File: config.mk
export PLATFORM = sky130hd
export DESIGN_NAME = tetris_piece_fsm
export DESIGN_NICKNAME = d
export VERILOG_FILES = /design/src/rtl/tetris_piece_fsm.sv
export SDC_FILE = /design/constraint.sdc
export NUM_CORES = 1
export LEC_CHECK = 0
export CAP_MARGIN = 40
export CORE_MARGIN = 2
export CORE_UTILIZATION = 45
export CTS_CLUSTER_DIAMETER = 120
export DETAILED_ROUTE_END_ITERATION = 12
export PLACE_DENSITY = 0.71
export SYNTH_ARGS = -nofsm -noshare
export SYNTH_HDL_FRONTEND = slang
export SYNTH_SLANG_ARGS = --single-unit
File: constraint.sdc
create_clock -name clk -period 10.6 [get_ports clk]
set_input_delay 2.12 -clock clk [delete_from_list [all_inputs] [get_ports clk]]
set_output_delay 2.12 -clock clk [all_outputs]
set_load 0.02 [all_outputs]
File: src/rtl/tetris_piece_fsm.sv
// tetris_piece_fsm: active falling-block controller with gravity timing, player moves,
// LFSR next-piece preview and level speed-up.
module tetris_piece_fsm #(
  parameter int          X_W          = 5,
  parameter int          Y_W          = 5,
  parameter int          SPAWN_X      = 3,
  parameter int          CNT_W        = 27,
  parameter int          DROP_TICKS   = 100_000_000,
  parameter int          MIN_TICKS    = 10_000_000,
  parameter int          STEP_TICKS   = 10_000_000,
  parameter int          LEVEL_PIECES = 20,
  parameter int          FAST_SHIFT   = 1,
  parameter logic [15:0] SEED         = 16'hACE1
) (
  input  logic           clk,
  input  logic           rstn,
  input  logic           i_start,
  input  logic           i_up,
  input  logic           i_down,
  input  logic           i_left,
  input  logic           i_right,
  input  logic           i_eu,
  input  logic           i_ed,
  input  logic           i_el,
  input  logic           i_er,
  input  logic           i_edrop,
  input  logic           i_overflow,
  input  logic           i_refresh_done,
  output logic [X_W-1:0] o_x,
  output logic [Y_W-1:0] o_y,
  output logic [2:0]     o_type,
  output logic [1:0]     o_dir,
  output logic [2:0]     o_next_type,
  output logic [3:0]     o_level,
  output logic           o_refresh,
  output logic           o_fail
);
  localparam int SC_W = $clog2(LEVEL_PIECES + 1);

  typedef enum logic [2:0] {S_IDLE, S_SPAWN, S_FALL, S_WAIT, S_FAIL} state_t;

  state_t           r_state, w_state;
  logic [X_W-1:0]   r_x, w_x;
  logic [Y_W-1:0]   r_y, w_y;
  logic [2:0]       r_type, w_type, r_next, w_next;
  logic [1:0]       r_dir, w_dir;
  logic [3:0]       r_level, w_level;
  logic             r_refresh, w_refresh, r_fail, w_fail, r_mode, w_mode;
  logic [15:0]      r_lfsr, w_lfsr;
  logic [CNT_W-1:0] r_cnt, w_cnt, r_period, w_period, w_p;
  logic [SC_W-1:0]  r_spawns, w_spawns;
  logic             w_tick;

  assign w_p    = r_mode ? r_period >> FAST_SHIFT : r_period;
  assign w_tick = (r_state == S_FALL) && (r_cnt == w_p - CNT_W'(1));

  always_comb begin
    w_state   = r_state;
    w_x       = r_x;
    w_y       = r_y;
    w_type    = r_type;
    w_dir     = r_dir;
    w_next    = r_next;
    w_level   = r_level;
    w_refresh = 1'b0;
    w_fail    = r_fail;
    w_mode    = r_mode;
    w_cnt     = r_cnt;
    w_period  = r_period;
    w_spawns  = r_spawns;
    w_lfsr    = {r_lfsr[14:0], r_lfsr[15] ^ r_lfsr[13] ^ r_lfsr[12] ^ r_lfsr[10]};
    case (r_state)
      S_IDLE: w_state = i_start ? S_SPAWN : S_IDLE;
      S_SPAWN: begin
        w_x      = X_W'(SPAWN_X);
        w_y      = '0;
        w_dir    = '0;
        w_type   = r_next;
        w_next   = 3'(r_lfsr % 16'd7) + 3'd1;
        w_mode   = 1'b0;
        w_cnt    = '0;
        w_spawns = r_spawns + SC_W'(1);
        if (r_spawns + SC_W'(1) == SC_W'(LEVEL_PIECES)) begin
          w_spawns = '0;
          w_level  = (r_level == 4'd15) ? r_level : r_level + 4'd1;
          w_period = (r_period >= CNT_W'(MIN_TICKS + STEP_TICKS)) ? r_period - CNT_W'(STEP_TICKS)
                                                                   : CNT_W'(MIN_TICKS);
        end
        w_state  = S_FALL;
      end
      S_FALL: begin
        if (w_tick) begin
          // gravity owns the tick cycle; key pulses arriving now are dropped
          w_cnt = '0;
          if (i_edrop) w_y = r_y + Y_W'(1);
          else if (i_overflow) begin
            w_fail  = 1'b1;
            w_state = S_FAIL;
          end else begin
            w_refresh = 1'b1;
            w_state   = S_WAIT;
          end
        end else begin
          w_cnt = r_cnt + CNT_W'(1);
          if (i_up && i_eu) w_dir = r_dir + 2'd1;
          if (i_left ^ i_right)
            w_x = (i_left && i_el) ? r_x - X_W'(1) : (i_right && i_er) ? r_x + X_W'(1) : r_x;
          if (i_down && i_ed && !r_mode) begin
            w_mode = 1'b1;
            w_cnt  = '0;
          end
        end
      end
      S_WAIT: w_state = i_refresh_done ? S_SPAWN : S_WAIT;
      default: w_state = r_state;
    endcase
  end

  always_ff @(posedge clk or negedge rstn) begin
    if (!rstn) begin
      r_state   <= S_IDLE;
      r_x       <= X_W'(SPAWN_X);
      r_y       <= '0;
      r_type    <= '0;
      r_dir     <= '0;
      r_next    <= 3'd1;
      r_level   <= '0;
      r_refresh <= 1'b0;
      r_fail    <= 1'b0;
      r_mode    <= 1'b0;
      r_lfsr    <= SEED;
      r_cnt     <= '0;
      r_period  <= CNT_W'(DROP_TICKS);
      r_spawns  <= '0;
    end else begin
      r_state   <= w_state;
      r_x       <= w_x;
      r_y       <= w_y;
      r_type    <= w_type;
      r_dir     <= w_dir;
      r_next    <= w_next;
      r_level   <= w_level;
      r_refresh <= w_refresh;
      r_fail    <= w_fail;
      r_mode    <= w_mode;
      r_lfsr    <= w_lfsr;
      r_cnt     <= w_cnt;
      r_period  <= w_period;
      r_spawns  <= w_spawns;
    end
  end

  assign o_x         = r_x;
  assign o_y         = r_y;
  assign o_type      = r_type;
  assign o_dir       = r_dir;
  assign o_next_type = r_next;
  assign o_level     = r_level;
  assign o_refresh   = r_refresh;
  assign o_fail      = r_fail;
endmodule
# ---- After elaboration in Yosys (flattened, before gate mapping)
# Cells that the tools add are included.
dict set report word_totals {
  reg_bits 103
  in_bits 14
  elab_cells 94
}
dict set report classes {
  n_addsub 10
  n_div 1
  n_lt_le_gt_ge 1
  n_eq_ne 14
  muxes 30
  bitwise_logic 6
  reduce_logical 18
}
# operator count
set op_table {}
lappend op_table {{27-bit two-way mux} 4}
lappend op_table {{27-bit one-hot mux with 2 select lines} 1}
lappend op_table {{5-bit two-way mux} 7}
lappend op_table {{27-bit by 1-bit adder with 27-bit output (second input constant)} 1}
lappend op_table {{27-bit == test} 1}
lappend op_table {{27-bit by 25-bit greater-or-equal comparator with 1-bit output (second input constant)} 1}
lappend op_table {{27-bit by 1-bit subtractor with 27-bit output (second input constant)} 1}
lappend op_table {{27-bit by 24-bit subtractor with 27-bit output (second input constant)} 1}
lappend op_table {{5-bit one-hot mux with 2 select lines} 2}
lappend op_table {{16-bit by 3-bit modulo with 16-bit output (second input constant)} 1}
lappend op_table {{5-bit by 1-bit adder with 5-bit output (second input constant)} 3}
lappend op_table {{3-bit AND reduction} 5}
lappend op_table {{3-bit one-hot mux with 4 select lines} 1}
lappend op_table {{3-bit two-way mux} 3}
lappend op_table {{2-bit != test (second input constant)} 4}
lappend op_table {{4-bit AND reduction} 2}
lappend op_table {{1-bit two-way mux} 7}
lappend op_table {{3-bit by 2-bit == test with 1-bit output (second input constant)} 2}
lappend op_table {{1-bit logical AND} 6}
lappend op_table {{2-bit two-way mux} 3}
lappend op_table {{2-bit by 1-bit != test with 1-bit output (second input constant)} 3}
lappend op_table {{5-bit == test (second input constant)} 1}
lappend op_table {{5-bit by 1-bit subtractor with 5-bit output (second input constant)} 1}
lappend op_table {{4-bit by 1-bit adder with 4-bit output (second input constant)} 1}
lappend op_table {{other kinds (14)} 18}

# ---- Depth between registers and ports, before layout
# Gate-level depths: netlist (run 1).
dict set report logic_depth {
  ltp_word 6
  depth_mapped 31
  ltp_nobuf 28
}

# ---- Worst setup path before layout (run 1)
# Ideal clock, no wire load.
dict set report synth_timing {
  path_type {register to register}
  startpoint {reg r_lfsr[11]}
  endpoint {reg r_next[2], in the netlist o_next_type[2]}
  setup_ns 0.069
  arrival_time_ns 6.539
  required_time_ns 10.531
  slack_ns 3.992
  stages_incl_launch_ff 31
  cell_sequence {dfstp_2 buf_6 o21ai_0 o211a_2 a211o_1 buf_6 a21oi_2 o221ai_2 a221o_1 or3_1 o2111ai_2 nor2_1 a311oi_2 o21ai_0 o21bai_2 ha_1 mux2i_1 o311ai_2 nor3_2 xnor2_1 ha_1 a2111oi_2 nor3_2 mux2_2 ha_1 inv_1 nand2_1 nor4_1 a211oi_2 a211o_1 nand3_1}
}
dict set report synth_between {
  elab_chain_cells 2
}
# element line
set synth_lines {}
lappend synth_lines {{from (decl)} 49} ;# logic [15:0] r_lfsr, w_lfsr;
lappend synth_lines {{from (signal assigned)} 146} ;# r_lfsr <= w_lfsr;
lappend synth_lines {{16-bit by 3-bit modulo with 16-bit output} 79} ;# w_next = 3'(r_lfsr % 16'd7) + 3'd1;
lappend synth_lines {{3-bit by 1-bit adder with 3-bit output} 79}
lappend synth_lines {{to (signal assigned)} 141} ;# r_next <= w_next;
lappend synth_lines {{to (decl)} 45} ;# logic [2:0] r_type, w_type, r_next, w_next;
# No other way between the ends.
# A chain may end at the register's enable or synchronous reset.

# ---- Final worst setup path (run 1)
dict set report layout_timing {
  startpoint {reg r_lfsr[12]}
  endpoint {reg r_next[2], in the netlist o_next_type[2]}
}
# The elaborated chain is that of the path after synthesis.

==> results of run 1 <==
power breakdown:
part           internal, mW  total [mW]  switching (mW)  leakage (nW)
clock network         0.169       0.335           0.166         0.150
registers             0.390       0.410          0.0204          1.22
logic                0.0523       0.110          0.0575          2.06
total                 0.611       0.855           0.244          3.43
per-layer routing:
layer  vias up  global-route usage (%)
li1       3354                       -
met1      3281                    28.5
met2       124                    31.6
met3        17                    3.75
met4         0                    4.78
met5         -                       0
flip-flops by register name, indices dropped and copies added (netlist names), 4 cells and up:
register and flops:
o_level 4, o_x 5, o_y 5, r_cnt 27, r_lfsr 16, r_period 20
r_spawns 5
layout make-up:
class | count | area (um^2) | share of cell area (%)
clock inverters | 7 | 81.3 | 0.985
clock buffers | 9 | 225 | 2.73
multi-input cells | 749 | 4730 | 57.3
repair buffers | 44 | 420 | 5.09
inverters | 25 | 93.8 | 1.14
flip-flops and latches | 96 | 2430 | 29.4
well taps | 220 | 275 | 3.33
synthesized netlist by cell type (4+ instances only):
cell	count	area share [%]
dfstp_2	23	8.1
o22ai_1	8	0.67
o32a_1	4	0.54
o211ai_1	6	0.60
ha_1	13	2.2
o31ai_1	10	1.0
a21oi_1	50	3.3
a21o_1	10	1.0
nor2_1	80	4.0
nand3_1	33	2.2
a31oi_1	16	1.3
nand2_1	100	5.0
dfrtp_1	73	24
nor4_1	5	0.42
o21ai_1	5	0.33
clkbuf_1	32	1.6
nand2b_1	29	2.4
o22a_1	4	0.47
xor2_1	19	2.2
nor3_1	22	1.5
nor3_2	4	0.54
and3_1	29	2.4
inv_1	24	1.2
and2_1	11	0.92
nand4_1	11	0.92
or3_1	4	0.33
a211o_1	6	0.70
a211oi_1	11	1.1
buf_2	7	0.47
nor3b_1	4	0.40
o21ai_0	94	6.3
mux2i_1	16	2.1
xnor2_1	31	3.6
or2_2	4	0.33
mux2_2	4	0.60
nor2b_1	19	1.6
buf_6	4	0.60
a21oi_2	5	0.59
kinds of logic after synthesis:
kind of cell | after synthesis | share of synthesized area [%]
AO/OA/AOI/OAI | 286 | 26.2
other | 1 | 0.0501
buffers and inverters | 73 | 4.28
AND/OR/NAND/NOR | 373 | 25.0
XOR/XNOR | 51 | 6.07
flip-flops | 96 | 32.5
adder cells (fa/ha/maj) | 14 | 2.44
multiplexers | 23 | 3.41
stage by stage:
step	cell area (um^2)	total power, mW	worst slack [ps]	utilization (%)	cells
2_1_floorplan	7480	0.478	3990	-	918
3_3_place_gp	7950	0.523	3210	48.5	1134
3_5_place_dp	7950	0.527	2970	48.5	1134
4_1_cts	8260	0.865	2920	50.3	1150
5_1_grt	8260	0.897	2190	50.3	1150
6_report	8260	0.855	2880	50.3	1150
worst paths after layout:
kind | end | slack (ps) | depth (start not counted) | start
worst max-delay path | o_next_type[2] | 2880 | 28 | r_lfsr[12]
max in group asynchronous | o_y[4] | 7730 | 2 | rstn
worst min register to register | r_lfsr[7] | 430 | 0 | r_lfsr[6]
worst max register to register | o_next_type[2] | 2880 | 28 | r_lfsr[12]
worst min-delay path | r_lfsr[7] | 430 | 0 | r_lfsr[6]
min in group asynchronous | r_lfsr[14] | 1700 | 1 | rstn
==> summary.md, run 1 <==
| Metric | Value |
|---|---|
| Detailed Place HPWL | 12.4 mm |
| Core area | ~16,000 um^2 |
| Initial antenna violation count | 0 |
| Worst Clk Skew | 15.0 ps |
| CTS sink count | between 90 and 100 |
| Buf+Inv Stages, Crit Path | 1 |
| Overall global routing resource usage | 20.0% |
| TritonCTS clock tree | built |
| Clock transition at path regs | about 70 ps |
| Final Hold Violating Endpoints | 0 |
| Crit path launch type | flop |
| Final Routed Wirelength | between 15 and 20 mm |
| Met1 Wirelength | around 8.4 mm |
| NumNets Final | between 900 and 1,000 |
| Final max-slew violation count | 0 |
| Crit path required time | 10,900 ps |
| Least-Margin Pin Slew | 799 ps |
| DR top layer | met4 |
| Most frequent cells in the layout | nand2_1, o21ai_0, nor2_1, dfrtp_1, a21oi_1 |
| Critical Path Sink Type | flop |
| Static leakage | 3.43 nW |
| Worst-Skew Late Latency | 370 ps |
| Synth Cell Area | approximately 7500 um^2 |
| Slew HR | a little under half |
| DR WL/cell | 15.1 um |
| Mapped Cells | around 920 |
| Crit path kind | reg2reg |
| RSZ-0062 raised after global routing | no |
| Max Clk Rate | approximately 0.13 GHz |
| Commonest non-fill, non-tap cell in the layout | nand2_1 |
| Initial Util | ~46% |
| Power density over cell area | 104 nW/um^2 |
| # DRC | 0 |
| Vias in the first global route | between 6,000 and 7,000 |
| Crit-path leading delay family | compound AO/OA/AOI/OAI gates |
| Syn. warnings | 0 |
| CP max FO | 23 |
| Outcome | finished, final reports clean |
| # port buffers | 37 |
| Share of post-route cells with drive strength above 1 | between 10% and 20% |
| CP peak stage delay | 800 ps |
| Hold WC Path Type | reg2reg |
| Setup TNS | 0 ps |
| CTS Buffer Depth | 2 |
| Yosys reg bits | 96 |
| Antenna-violating nets left | 0 |
| IO Count | 38 |
| Met3 routed WL | between 600 and 700 um |
| Vias per inst | about 5.9 |
| Setup Viol. Count Final | 0 |
| Num rows | 47 |
| Die X | 133 um |
| Vias | ~6,800 |
| Max-Cap Viols | 0 |
| Fin crit share | between 70 and 80% |
| Largest net degree at the start of global routing | 65 |
| Drt first pass iters | 5 |
| Number of fill cells | between 1,500 and 2,000 |
| Hold buffers post-CTS | 0 |
| Tmin final | around 7700 ps |
| GP Congestion | 0.926 |
| Initial DRC count | ~520 |
| Total gr overflow | 0 |
| First-pass GRT wire length | between 20 and 30 mm |
| Syn-to-layout area delta | 10.4% |
| Top_reg_cell synth | dfrtp_1 |
| Post-CTS sizing | 0 |
| Routed wl met2 | approximately 8 mm |
| CP max-delay cell | dfrtp_1 |
| Most common cell on crit path | ha_1 |
| EDFF count, synth | 0 |
| Netlist cell types | 95 |
| Die Ht | between 100 and 150 um |
| WHS | between 400 and 500 ps |
| Post-synthesis sequential area ratio | roughly a third |
| Total Die Area | around 18,000 um^2 |
| Root buffer cell | clkbuf_16 |
| H-tree levels | 3 |
| Setup Buffers After CTS | 0 |
| Max VDD drop | 0.0000846 V |
| Ant. Diodes | 0 |
| Synth Area per Inst | roughly 8.2 um^2 |
| Synth async-reset ratio | 100% |
| CP arrival | ~8000 ps |
| TritonCTS buffer count | 9 |
Power figures use the tool's default switching activity.
==> inputs of run 2 (changes only) <==
==> constraint.sdc (replaced) <==
create_clock -name clk -period 7.9 [get_ports clk]
set_input_delay 1.58 -clock clk [delete_from_list [all_inputs] [get_ports clk]]
set_output_delay 1.58 -clock clk [all_outputs]
set_load 0.02 [all_outputs]
==> summary.md, run 2 (same netlist as run 1, synthesis figures left out) <==
| Metric | Value |
|---|---|
| Final Worst Setup Slack | 620 ps |
| WHS | 428 ps |
| Root buffer cell | clkbuf_16 |
| Vias per inst | 5.79 |
| Drt first pass iters | 5 |
| Worst Min Path Start | r_lfsr[6] |
| RR Endpoint | o_next_type[2] |
| CP peak stage delay | roughly 750 ps |
| Critical path launch point | r_lfsr[13] |
| GP Congestion | a little over 0.9 |
| CP max FO | 23 |
| Final Routed Wirelength | roughly 17 mm |
| Final max-slew violation count | 0 |
| Routed wl met2 | a little under 8 mm |
| Crit path depth | 28 |
| Depth of the worst register-to-register path | 28 |
| Clock transition at path regs | about 80 ps |
| Hold WC Path Type | reg2reg |
| Final Hold Violating Endpoints | 0 |
| Core area | about 16,000 um^2 |
| Setup Viol. Count Final | 0 |
| Total Die Area | approximately 18,000 um^2 |
| Tmin final | 7280 ps |
| Largest Register | r_cnt |
| Least-Margin Pin Slew | about 800 ps |
| Slew HR | between 40% and 50% |
| Antenna-violating nets left | 0 |
| Detailed Place HPWL | 12.3 mm |
| Max-Cap Viols | 0 |
| Overall global routing resource usage | approximately a fifth |
| Most frequent cells in the layout | nand2_1, o21ai_0, nor2_1, dfrtp_1, a21oi_1 |
| Worst-Skew Late Latency | ~360 ps |
| CP arrival | ~7600 ps |
| Dpl cell area | 7950 um^2 |
| Initial Util | between 40% and 50% |
| Share of post-route cells with drive strength above 1 | about 11% |
| Number of flip-flops under the largest register name | 27 |
| Ant. Diodes | 0 |
| Commonest non-fill, non-tap cell in the layout | nand2_1 |
| Buf+Inv Stages, Crit Path | 1 |
| NumNets Final | 955 |
| IO Count | 38 |
| Largest net degree at the start of global routing | 65 |
| Max Clk Rate | 0.137 GHz |
| Crit path kind | reg2reg |
| CTS sink count | 96 |
| Critical Path End | o_next_type[2] |
| Vias | roughly 6,700 |
| Initial antenna violation count | 0 |
| # port buffers | 37 |
| Num rows | 47 |
| Crit-path leading delay family | compound AO/OA/AOI/OAI gates |
| Critical Path Sink Type | flop |
| Setup TNS | 0 ps |
| Met1 Wirelength | roughly 8.4 mm |
| Met3 routed WL | 666 um |
| Worst Clk Skew | 18.1 ps |
| Fin crit share | between 90% and 100% |
| Power density over cell area | about 140 nW/um^2 |
| TritonCTS clock tree | built |
| Syn-to-layout area delta | 11.4% |
| TritonCTS buffer count | 9 |
| Crit path launch type | flop |
| DR top layer | met4 |
| CTS Buffer Depth | 2 |
| H-tree levels | 3 |
| Initial DRC count | approximately 600 |
| Static leakage | roughly 3.5 nW |
| # DRC | 0 |
| Crit path required time | about 8200 ps |
| Worst r2r src | r_lfsr[13] |
| Die X | between 100 and 150 um |
| CP max-delay cell | dfstp_4 |
| Vias in the first global route | just over 6,000 |
| First-pass GRT wire length | 29.5 mm |
| Final Cell Area | around 8300 um^2 |
| RSZ-0062 raised after global routing | no |
| DR WL/cell | 15.0 um |
| Total gr overflow | 0 |
| Die Ht | 133 um |
| Setup WS pre-CTS | 300 ps |
| Outcome | finished, final reports clean |
| Top flop regs | r_cnt: 27 flops, r_period: 20 flops, r_lfsr: 16 flops |
| Setup slack, reg-to-reg | a little over 600 ps |
| Max VDD drop | around 0.00011 V |
[run 2: how the worst min path moves through the flow]
stage                 endpoint  slack, ps  depth (start not counted)
CTS                  r_lfsr[7]        420                          0
global route         r_lfsr[6]        440                          0
detailed placement   r_lfsr[7]        410                          0
floorplan           r_lfsr[11]        380                          0
finish               r_lfsr[7]        430                          0
global placement     r_lfsr[7]        420                          0
[run 2: where the power goes]
part           total [mW]  internal [mW]  switching (mW)
Combinational       0.146         0.0701          0.0761
Clock               0.443          0.227           0.216
Sequential          0.550          0.523          0.0267
Total                1.14          0.820           0.319
[run 2: cell type report]
type | instances | area [um^2]
inverter | 25 | 93.8
clock inverter | 7 | 86.3
tap | 220 | 275
sequential | 96 | 2440
multi-input combinational | 750 | 4780
timing repair buffer | 45 | 428
clock buffer | 9 | 225
fill | 1538 | 8070
[run 2: routing by layer]
| layer | global-route usage (%) | vias up |
|---|---|---|
| li1 | - | 3368 |
| met1 | 29.3 | 3159 |
| met2 | 31.0 | 127 |
| met3 | 3.37 | 14 |
| met4 | 4.18 | 0 |
| met5 | 0 | - |
[run 2: timing repair]
item / in CTS / in global routing
resized for setup: 0 / 11
buffers inserted: 0 / 1
setup endpoints to repair: 0 / 1
hold buffers: 0 / 0
[run 2: stage by stage]
stage / power, mW / instances / utilization [%]
2_1_floorplan: 0.641 / 918 / -
4_1_cts: 1.16 / 1150 / 50.4
3_3_place_gp: 0.702 / 1134 / 48.5
5_1_grt: 1.20 / 1152 / 50.8
3_5_place_dp: 0.708 / 1134 / 48.5
6_report: 1.14 / 1152 / 50.8
==> variant 1: new RTL, settings of run 2 <==
Add an input register stage for `i_up`; this delays it by one clock. The other inputs are not delayed to match.
--- a/src/rtl/tetris_piece_fsm.sv
+++ b/src/rtl/tetris_piece_fsm.sv
@@ -38,6 +38,12 @@
   localparam int SC_W = $clog2(LEVEL_PIECES + 1);
 
   typedef enum logic [2:0] {S_IDLE, S_SPAWN, S_FALL, S_WAIT, S_FAIL} state_t;
+
+  logic i_up_q;
+
+  always_ff @(posedge clk) begin
+    i_up_q <= i_up;
+  end
 
   state_t           r_state, w_state;
   logic [X_W-1:0]   r_x, w_x;
@@ -102,7 +108,7 @@
           end
         end else begin
           w_cnt = r_cnt + CNT_W'(1);
-          if (i_up && i_eu) w_dir = r_dir + 2'd1;
+          if (i_up_q && i_eu) w_dir = r_dir + 2'd1;
           if (i_left ^ i_right)
             w_x = (i_left && i_el) ? r_x - X_W'(1) : (i_right && i_er) ? r_x + X_W'(1) : r_x;
           if (i_down && i_ed && !r_mode) begin
Function: changed (a bounded check fails within 4 cycles, from zero or initial values and one cycle with rstn low).
==> variant 1 against run 2 <==
Clock skew down 0.0078 ns; wire length up 4.2%; final area up 0.74%; first-iteration DRC count down 9.5%; worst hold slack worse by 0.0077 ns; setup slack worse by 0.067 ns; sequential cell count up 1; global-route usage up 0.30 points; cell count up 0.43%; synthesized area up 0.27%; power up 1.5%; maximum frequency down 0.92%; critical endpoint unchanged; highest routed layer unchanged.
==> variant 1: results (changes against run 2) <==
Logic synthesis
  • Main flop type after synthesis: dfrtp_1
  • Netlist cell types: 96 (+1.1%)
  • Top cells by count, synth: 100 x nand2_1, 94 x o21ai_0, 80 x nor2_1
  • Yosys warning total: 0 (unchanged)
  • Synth area leaders: dfrtp_1 24%, dfstp_2 8.1%, o21ai_0 6.3%, nand2_1 5.0%, nor2_1 4.0%
  • Cells after Synth: 918 (+0.11%)
  • Ys async rst share: 0.990 (-0.0103)
  • Register area share after synthesis: 0.327 (+0.00180)

Setup path
  • Slowest cell delay on critical path: 0.72 ns (-0.03 ns)
  • Crit Path Max Fanout: 20 (-13%)
  • Slowest cell on crit path: dfstp_4

Detailed routing
  • WL met1: 8860 um (+5.4%)
  • Vias/cell: 5.89 (+1.8%)
  • Top layer in use: met4
  • TritonRoute pass-1 iters: 5 (unchanged)
  • Met2 wire len: 8140 um (+2.4%)
  • Routed wl met3: 755 um (+13%)
  • Initial DRC Count: 545 (-9.5%)
  • Final wirelength: 18000 um (+4.2%)

Final layout
  • Post-Layout Cell Count: 1157 (+0.43%)
  • Fill cells: 1547 (+0.59%)
  • Share of cells above drive strength 1: 0.115 (+0.00582)
  • # diodes: 0 (unchanged)
  • Nets: 960 (+0.52%)
  • Largest registers: r_cnt (27), r_period (20), r_lfsr (16)

GRT
  • First-pass GRT wire length: 29900 um (+1.3%)
  • Number of global-route vias before repair: 6163 (+1.6%)
  • GR Util All Layers: 0.203 (+0.00297)
  • Initial antenna violation count: 0 (unchanged)
  • GR Util met3: 0.0388 (+0.00510)
  • M2 GR Usage: 0.316 (+0.00633)
  • Met1 usage: 0.292 (-0.000644)
  • Pin count of the biggest net entering global routing: 53 (-18%)

STA
  • Layout Skew: 0.0103 ns (-0.00781 ns)
  • Rel. slew slack: 0.468 (+0.00889)

Clock tree
  • CTS Buffer Depth: 2 (unchanged)
  • Total CTS buffers: 9 (unchanged)
  • Skew-Pair Late Insertion Delay: 0.36 ns (about the same)
  • Max H-tree Level: 3 (unchanged)
  • Clk root buf: clkbuf_16
  • Clock slew at reported path FFs: 0.07 ns

Power and ir drop
  • Leakage: 0.00354 uW (+1.3%)
  • Peak supply drop: 96.0 uV (-11%)
  • Pwr Density: 138 nW/um2 (+0.80%)

Run status
  • Status: completed

Placement
  • Placed Instances: 1136 (+0.18%)
  • DP HPWL: 12500 um (+2.0%)
  • Final GP Congestion: 0.890 (-3.9%)
  • DP Worst Slack: 0.275 ns (-0.0241 ns)
  • # port buffers: 37 (unchanged)
  • Placed cell areas: 7980 um2 (+0.35%)

Min path
  • Min-delay worst type: reg2reg
[variant 1: area by class of cell]
cell class	instances	area share
clock buffers	10	0.0273
clock inverters	6	0.00865
multi-input cells	751	0.573
flip-flops and latches	97	0.293
repair buffers	48	0.0537
well taps	220	0.0328
inverters	25	0.0112
[variant 1: path summary, 6_finish.rpt]
path | from | endpoint | slack [ns] | cells after the start
max | r_lfsr[11]$_DFF_PN1_ | o_next_type[2]$_DFFE_PN0P_ | 0.55 | 28
min | r_lfsr[6]$_DFF_PN1_ | r_lfsr[7]$_DFF_PN1_ | 0.42 | 0
max reg2reg | r_lfsr[11]$_DFF_PN1_ | o_next_type[2]$_DFFE_PN0P_ | 0.55 | 28
min reg2reg | r_lfsr[6]$_DFF_PN1_ | r_lfsr[7]$_DFF_PN1_ | 0.42 | 0
max in group asynchronous | rstn | r_lfsr[12]$_DFF_PN0_ | 5.56 | 2
min in group asynchronous | rstn | r_lfsr[14]$_DFF_PN0_ | 1.25 | 1
[variant 1: logic make-up after synthesis]
logic type | share of synthesized area
compound gates | 0.261
xor+xnor | 0.0606
fa+ha+maj | 0.0244
buf+inv | 0.0427
flops | 0.327
mux | 0.0340
other cells | 0.000500
simple gates | 0.250
[variant 1: repair_timing]
action                                  4_1_cts  5_1_grt
setup buffers                                 0        3
endpoints found under the setup margin        0        1
resized for setup                             0       16
[variant 1: worst max-delay path: cells and delay by family, from the launching register on]
kind                     cells  cell delay, ns
AO/OA/AOI/OAI               13            3.45
XOR/XNOR                     1            0.23
adder cells (fa/ha/maj)      3            0.80
buffers and inverters        1            0.10
flip-flops                   1            0.72
multiplexers                 2            0.50
AND/OR/NAND/NOR              8            1.46
[variant 1: power by group]
group	switching, uW	total (uW)	internal (uW)
Combinational	77.7	148	70.7
Sequential	27.5	556	529
Clock	202	452	250
Total	307	1160	850
==> variant 2: new RTL, flow settings as in run 2 <==
Made on the original files. `Y_W`: 5 -> 10.
--- a/src/rtl/tetris_piece_fsm.sv
+++ b/src/rtl/tetris_piece_fsm.sv
@@ -2,7 +2,7 @@
 // LFSR next-piece preview and level speed-up.
 module tetris_piece_fsm #(
   parameter int          X_W          = 5,
-  parameter int          Y_W          = 5,
+  parameter int          Y_W          = 10,
   parameter int          SPAWN_X      = 3,
   parameter int          CNT_W        = 27,
   parameter int          DROP_TICKS   = 100_000_000,
Interface: changed (resized o_y); port bits go from 38 to 43. The function was not compared with the original's and may differ.
==> variant 2 against run 2 <==
Setup slack got worse by 0.19 ns; wire length down 2.8%; die area increased by 2.0%; synthesized area rose by 2.1%; cell count grew 0.52%; sequential cell count rose by 5; count of clock-buffer cells in the layout increased by 1; final area is 2.5% higher; critical endpoint unchanged.
Power is not compared: it rests on default switching activity, and its combinational part moved more than twofold at a synthesized area within 25%.
==> variant 2: results (changes against run 2) <==
Run status
  • Status: completed

Detailed routing
  • Final wirelength: 16700 um (-2.8%)
  • Vias: 6787 (+1.8%)
  • Initial DRC Count: 555 (-7.8%)
  • Wire per inst: 14.5 um (-3.3%)

GRT
  • First-pass GRT wire length: 28900 um (-1.8%)
  • Initial antenna violation count: 0 (unchanged)
  • GR Util All Layers: 0.190 (-0.00968)
  • Number of global-route vias before repair: 6126 (+1.0%)
  • Pin count of the biggest net entering global routing: 57 (-12%)

Setup path
  • Worst Setup EP: o_next_type[2]$_DFFE_PN0P_
  • Crit Path Max Fanout: 17 (-26%)
  • Worst reg-to-reg path cell count: 27 (-3.6%)
  • Crit-path leading delay family: compound AO/OA/AOI/OAI gates
  • Crit Path Category: reg2reg
  • Worst EP arrival: 7.70 ns (+0.13 ns)
  • Slowest cell on crit path: dfstp_4
  • Slowest cell delay on critical path: 0.71 ns (-0.04 ns)
  • Reg2Reg Setup Slack: 0.43 ns (-0.19 ns)

Final layout
  • # diodes: 0 (unchanged)
  • Nets: 961 (+0.63%)
  • Largest registers: r_cnt (27), r_period (20), r_lfsr (16)
  • Share of cells above drive strength 1: 0.0938 (-0.0156)

Placement
  • Placed Instances: 1139 (+0.44%)
  • # port buffers: 42 (+14%)
  • DP Worst Slack: 0.307 ns (+0.00784 ns)
  • DP HPWL: 11700 um (-4.5%)
  • Final GP Congestion: 0.873 (-5.7%)
  • Placed cell areas: 8150 um2 (+2.5%)

Power and ir drop
  • Net Switching: 235 uW
  • Peak supply drop: 91.9 uV

Logic synthesis
  • Cells after Synth: 922 (+0.55%)
  • Netlist cell types: 89 (-6.3%)
  • Main flop type after synthesis: dfrtp_1
  • Top cells by count, synth: 100 x o21ai_0, 91 x nand2_1, 78 x dfrtp_1
  • Synth area leaders: dfrtp_1 26%, dfstp_2 7.9%, o21ai_0 6.6%, nand2_1 4.5%, nor2_1 3.7%
  • Register area share after synthesis: 0.335 (+0.00978)
  • Ys async rst share: 1.00 (unchanged)

STA
  • Layout Skew: 0.0117 ns (-0.00639 ns)
  • Tightest Pin Transition: 0.805 ns (-0.00721 ns)
  • Crit path time final: 7.47 ns (+0.185 ns)

Min path
  • Min-delay worst type: reg2reg

Clock tree
  • Total CTS buffers: 9 (unchanged)
-- variant 2: changes by cell type after synthesis, moves of 6 or more --
cell	run 2	this run
nand4_1	11	5
clkbuf_1	32	41
nand2_1	100	91
nor2b_1	19	10
o31ai_1	10	16
a21o_1	10	4
o21ai_0	94	100
-- variant 2: kinds of logic (layout without fill, tap and decap cells) --
| group | count (synthesis) | in the layout | synth area share |
|---|---|---|---|
| fa+ha+maj | 15 | 15 | 0.0257 |
| compound gates | 295 | 295 | 0.266 |
| flops | 101 | 101 | 0.335 |
| other cells | 1 | 2 | 0.000491 |
| xor+xnor | 53 | 53 | 0.0608 |
| mux | 26 | 26 | 0.0370 |
| buf+inv | 86 | 101 | 0.0490 |
| simple gates | 345 | 345 | 0.226 |
-- variant 2: final cells by class --
class,instances,area (um2)
inverters,30,113
multi-input cells,736,4780
well taps,220,275
fillers,1574,8040
clock buffers,10,229
repair buffers,55,515
clock inverters,6,70.1
flip-flops and latches,101,2560
-- variant 2: per-stage QoR --
step / power, uW / utilization
after global placement: 582 / 0.491
after detailed placement: 583 / 0.491
final: 1030 / 0.515
after floorplan: 557 / -
after CTS: 1040 / 0.509
after global routing: 1060 / 0.515
-- variant 2: how the worst min path moves through the flow --
stage | start | slack [ns] | cells past startpoint | endpoint
after global placement | r_lfsr[5]$_DFF_PN1_ | 0.41 | 0 | r_lfsr[6]$_DFF_PN1_
final | r_lfsr[5]$_DFF_PN1_ | 0.42 | 0 | r_lfsr[6]$_DFF_PN1_
after floorplan | r_lfsr[8]$_DFF_PN0_ | 0.35 | 0 | r_lfsr[9]$_DFF_PN0_
after CTS | r_lfsr[5]$_DFF_PN1_ | 0.42 | 0 | r_lfsr[6]$_DFF_PN1_
after global routing | r_lfsr[5]$_DFF_PN1_ | 0.43 | 0 | r_lfsr[6]$_DFF_PN1_
after detailed placement | r_lfsr[5]$_DFF_PN1_ | 0.40 | 0 | r_lfsr[6]$_DFF_PN1_
-- variant 2: layer usage --
metal,global-route usage,vias up,share of wire
li1,-,3413,-
met1,0.271,3219,0.49
met2,0.301,133,0.46
met3,0.0227,22,0.031
met4,0.0614,0,0.017
met5,0,-,0
-- variant 2: what timing repair did --
item	CTS	global route
buffers inserted	0	3
setup endpoints to repair	0	2
resized for setup	0	11
hold endpoints to repair	0	0
-- variant 2: power by group through the flow --
stage | sequential (uW) | clock (uW) | combinational, uW
after global placement | 536 | 0 | 45.9
after global routing | 528 | 485 | 52.4
final | 527 | 453 | 45.7
after CTS | 527 | 464 | 46.8
after detailed placement | 536 | 0 | 46.7
after floorplan | 537 | 0 | 19.1
